$ cat config.mk
export PLATFORM = sky130hd
export DESIGN_NAME = pwm_timer_16bits
export DESIGN_NICKNAME = d
export VERILOG_FILES = /design/src/rtl/pwm_timer_16bits.sv
export SDC_FILE = /design/constraint.sdc
export NUM_CORES = 1
export LEC_CHECK = 0
export CAP_MARGIN = 10
export CORE_UTILIZATION = 40
export CTS_CLUSTER_DIAMETER = 200
export CTS_CLUSTER_SIZE = 10
export DETAILED_ROUTE_END_ITERATION = 10
export SYNTH_ARGS = -nofsm -noshare
export SYNTH_HDL_FRONTEND = slang
export SYNTH_SLANG_ARGS = --single-unit
$ cat constraint.sdc
create_clock -name clk -period 9.5 [get_ports clk]
set_clock_uncertainty 0.05 [all_clocks]
set_input_delay 1.425 -clock clk [delete_from_list [all_inputs] [get_ports clk]]
set_output_delay 1.425 -clock clk [all_outputs]
set_load 0.005 [all_outputs]
$ cat src/rtl/pwm_timer_16bits.sv
// 16-bit PWM carrier generator: sawtooth up/down or triangle between 0 and countmax, with a sync pulse at the selected extremes.
// One clk from an enabled edge to the updated carrier/sync; no combinational input-to-output path.
module pwm_timer_16bits (
    input  logic        clk,
    input  logic        rst,
    input  logic        ce,
    input  logic [15:0] countmax,
    input  logic [15:0] init_carr,
    input  logic [1:0]  count_mode,
    input  logic [2:0]  syncmode,
    output logic [15:0] carrier,
    output logic        sync
);

    localparam logic [1:0] MODE_HOLD = 2'b00;
    localparam logic [1:0] MODE_DOWN = 2'b01;
    localparam logic [1:0] MODE_UP   = 2'b10;
    localparam logic [1:0] MODE_UPDN = 2'b11;

    logic [15:0] r_carrier;
    logic        r_sync;
    logic        r_dir_up;
    logic        r_init_done;

    logic [15:0] w_next;
    logic        w_dir_up_next;
    logic        w_counting;
    logic        w_sync_next;
    logic        w_unused;

    assign w_unused = syncmode[2];

    always_comb begin
        w_next        = r_carrier;
        w_dir_up_next = r_dir_up;
        if (!r_init_done) begin
            w_next = (init_carr < countmax) ? init_carr : countmax;
        end else begin
            case (count_mode)
                MODE_DOWN: begin
                    w_dir_up_next = 1'b0;
                    if (r_carrier == 16'd0 || r_carrier > countmax)
                        w_next = countmax;
                    else
                        w_next = r_carrier - 16'd1;
                end
                MODE_UP: begin
                    w_dir_up_next = 1'b1;
                    if (r_carrier >= countmax)
                        w_next = 16'd0;
                    else
                        w_next = r_carrier + 16'd1;
                end
                MODE_UPDN: begin
                    // countmax == 0 must pin the carrier at 0 rather than turn around through M-1 or 1
                    if (r_carrier > countmax) begin
                        w_next        = countmax;
                        w_dir_up_next = 1'b0;
                    end else if (countmax == 16'd0) begin
                        w_next = 16'd0;
                    end else if (r_dir_up && r_carrier == countmax) begin
                        w_next        = countmax - 16'd1;
                        w_dir_up_next = 1'b0;
                    end else if (!r_dir_up && r_carrier == 16'd0) begin
                        w_next        = 16'd1;
                        w_dir_up_next = 1'b1;
                    end else if (r_dir_up) begin
                        w_next = r_carrier + 16'd1;
                    end else begin
                        w_next = r_carrier - 16'd1;
                    end
                end
                default: begin
                    w_next = r_carrier;
                end
            endcase
        end
    end

    assign w_counting  = ce && r_init_done && (count_mode != MODE_HOLD);
    assign w_sync_next = w_counting &&
                         (((w_next == 16'd0) && syncmode[0]) ||
                          ((w_next == countmax) && syncmode[1]));

    always_ff @(posedge clk or posedge rst) begin
        if (rst) begin
            r_carrier   <= 16'd0;
            r_sync      <= 1'b0;
            r_dir_up    <= 1'b1;
            r_init_done <= 1'b0;
        end else if (ce) begin
            r_carrier   <= w_next;
            r_sync      <= w_sync_next;
            r_dir_up    <= w_dir_up_next;
            r_init_done <= 1'b1;
        end else begin
            r_sync <= 1'b0;
        end
    end

    assign carrier = r_carrier;
    assign sync    = r_sync;

endmodule

==> summary.md <==
| Metric | Value |
|---|---|
| Met3 Wirelength | 2040 um |
| Root buf cell | clkbuf_16 |
| Critical Path Start Type | input pin |
| Slew headroom | 25.1% |
| Peak supply drop | 0.187 mV |
| Internal power | 519 uW |
| WP data required | 9.57 ns |
| Run status | completed |
| Peak Freq | 153 MHz |
| Setup bufs post-CTS | 0 |
| Most numerous cell in the Yosys netlist | nor2_1 |
| 1st-iter DRT viols | 686 |
| Clk buf depth | 2 |
| Synth-to-Final Area Change | 14.0% |
| Commonest cells post-synth | 71 x nor2_1, 59 x nand2_1, 46 x a21oi_1, 39 x o21ai_0, 35 x ha_1 |
| Sw frac | 57.4% |
| Ports | 57 |
| Syn Inst Count | 645 |
| FFs w/ async S/R, synth | 100% |
| Core outline area | 0.0110 mm^2 |
| Final Hold Fails | 0 |
| DR WL/cell | 25.2 um |
| Hold Crit Class | flip-flop to flip-flop |
| RSZ-0062 raised after global routing | no |
| Vias/cell | 6.73 |
| Vias | 5407 |
| Post_cts resized | 0 |
| Ant. Diodes | 0 |
| NetSw | 699 uW |
| Antenna viol nets, final | 0 |
| Total Nets Final | 740 |
| Layout cells sized above 1 | 8.28% |
| Post-Synthesis Cell Area | 0.00460 mm^2 |
| First-pass GRT wire length | 30200 um |
| Max Used Layer | met5 |
| Vias in the first global route | 4949 |
| Setup CP Type | input pin to flip-flop |
| Synth Flop Type | dfrtp_1 |
| Total clock sinks | 19 |
| Initial antenna violation count | 1 |
| Global placement routability congestion | 1.03 |
| Final Non-Filler Cells | 804 |
| Post-route met1 wirelength | 8360 um |
| Post-Route WL | 20200 um |
| Final period util | 68.9% |
| Sequential power share | 19.3% |
| CTS tree | built |
| Crit path max fanout | 11 |
| Final max-slew violation count | 0 |
| Min-delay src | carrier[0]$_DFFE_PP0P_ |
| Syn Area/Cell | 7.13 um^2 |
| Gr ovfl total | 0 |
| FF/Latch Area | 477 um^2 |
| Dpl cells | 800 |
| Yosys top cell area share | 9.79% |
| Post-synth EDFFs | 0 |
| Power share of the clock group | 7.6% |
| CTS Buf Count | 3 |
| Distinct cells, synth | 84 |
| Tmin final | 6.54 ns |
| Worst-margin pin slew | 1.12 ns |
| Initial Utilization | 41.7% |
| Tot GR Track Use | 34.5% |
| DRC | 0 |
| # Max-Cap Violations | 0 |
| Crit. End Element | flip-flop |
| CTS clk-pin slew, worst paths | 0.06 ns |
| Skew-Pair Late Insertion Delay | 0.26 ns |
| Yosys warns | 0 |
| Top post-synthesis cells by area | dfrtp_1 9.8%, ha_1 9.5%, nor2_1 5.8% |
| R2r startpoint | carrier[13]$_DFFE_PP0P_ |
| Full die area | 0.0119 mm^2 |
| Cell Pwr Density | 232 mW/mm^2 |
| Net count after synthesis | 720 |
| Multi-input gate area | 0.00378 mm^2 |
| Combinational Power Share | 73.0% |
| CTS Hold Bufs | 0 |
| H-Tree Depth | 1 |
| Worst Setup SP | countmax[13] |
| Static Leak | 0.00202 uW |
| Router iterations before antenna repair | 5 |
| Worst Path Arrival | 6.62 ns |
| Final setup TNS | 0 ns |
| Buffers on Ports | 55 |
| FF+latch count, synth | 19 |
| DP HPWL | 15400 um |
| Endpoints failing setup | 0 |
| Largest net degree at the start of global routing | 47 |
| Die Y-Extent | 109 um |
| Row cnt | 38 |
| Largest area contributor in the netlist | dfrtp_1 |
| Die width | 109 um |
| Met2 wire length | 9030 um |
| Fillcell total | 1173 |
| Seq/Total Area, Yosys | 10.4% |
==> layer usage <==
metal | up-vias | track usage [%]
met5 | - | 0
met4 | 2 | 13.5
met1 | 2575 | 46.1
li1 | 2466 | -
met2 | 316 | 55.4
met3 | 48 | 5.32
==> placed cells by master (no fill, tap or decap), drive strengths merged, types with 6 or more instances in the layout <==
master          n
ha             35
nand2          60
xnor2          23
o211ai         15
nor4           20
o31ai           7
o22ai           9
a211oi          7
a21oi          47
nor2b           7
clkdlybuf4s50  55
nor3           21
nor2           72
inv            31
nand4          22
nand3          21
a221oi          6
or3             6
and3            6
o21ai          43
dfrtp          18
buf             8
a31oi          12
mux2i          14
mux2            7
xor2           11
==> state kept, by name (all words and copies together), names as in the netlist <==
signal	count
sync	1
r_dir_up	1
r_init_done	1
carrier	16
==> power groups by stage <==
stage,clock (uW),combinational [uW],sequential [uW]
detailed placement,0,858,234
global placement,0,850,232
finish,93.0,889,236
floorplan,0,636,154
global route,95.2,947,241
CTS,93.4,862,232
==> worst paths after layout <==
check,end,slack (ns),depth (start not counted)
min in group asynchronous,carrier[0]$_DFFE_PP0P_,1.56,2
max in group asynchronous,carrier[12]$_DFFE_PP0P_,7.34,2
hold reg to reg,carrier[0]$_DFFE_PP0P_,0.65,2
setup / recovery,sync$_DFF_PP0_,2.96,14
hold / removal,carrier[0]$_DFFE_PP0P_,0.65,2
setup reg to reg,sync$_DFF_PP0_,4.31,12
==> through the flow <==
| step | hold WS (ns) | cell area, um^2 | total power (uW) | setup WS [ns] | util, % |
|---|---|---|---|---|---|
| 2_1_floorplan | 0.568 | 4600 | 790 | 5.02 | - |
| 3_3_place_gp | 0.638 | 5160 | 1080 | 2.98 | 46.8 |
| 3_5_place_dp | 0.639 | 5160 | 1090 | 2.99 | 46.8 |
| 4_1_cts | 0.651 | 5250 | 1190 | 3.23 | 47.6 |
| 5_1_grt | 0.687 | 5250 | 1280 | 2.75 | 47.6 |
| 6_report | 0.653 | 5250 | 1220 | 2.96 | 47.6 |
==> cells by family (layout without fill, tap and decap cells) <==
kind of cell,count (synthesis),after routing,share of synthesized area [%]
adder cells (fa/ha/maj),35,35,9.52
AND/OR/NAND/NOR,263,263,32.3
flip-flops,19,19,10.4
buffers and inverters,79,98,7.48
AO/OA/AOI/OAI,194,194,29.1
multiplexers,21,21,4.76
XOR/XNOR,34,34,6.47
==> cell type report <==
cell class / instances / share of cell area (%)
multi-input combinational: 547 / 72.1
clock buffer: 3 / 1.43
inverter: 31 / 2.22
tap: 140 / 3.34
sequential: 19 / 9.09
timing repair buffer: 63 / 11.6
clock inverter: 1 / 0.143
==> worst max-delay path, cell delays in order <==
cell,delay (ns)
clkdlybuf4s50_1,0.63
inv_1,0.17
ha_1,0.37
a21o_1,0.19
a21o_1,0.19
a2111oi_2,0.53
nand3_1,0.55
a21oi_1,0.49
nor2_1,0.27
a311oi_1,0.91
nand2_1,0.12
nor4_1,0.38
nand3_1,0.22
o31ai_2,0.16
(Power assumes the default switching activity.)
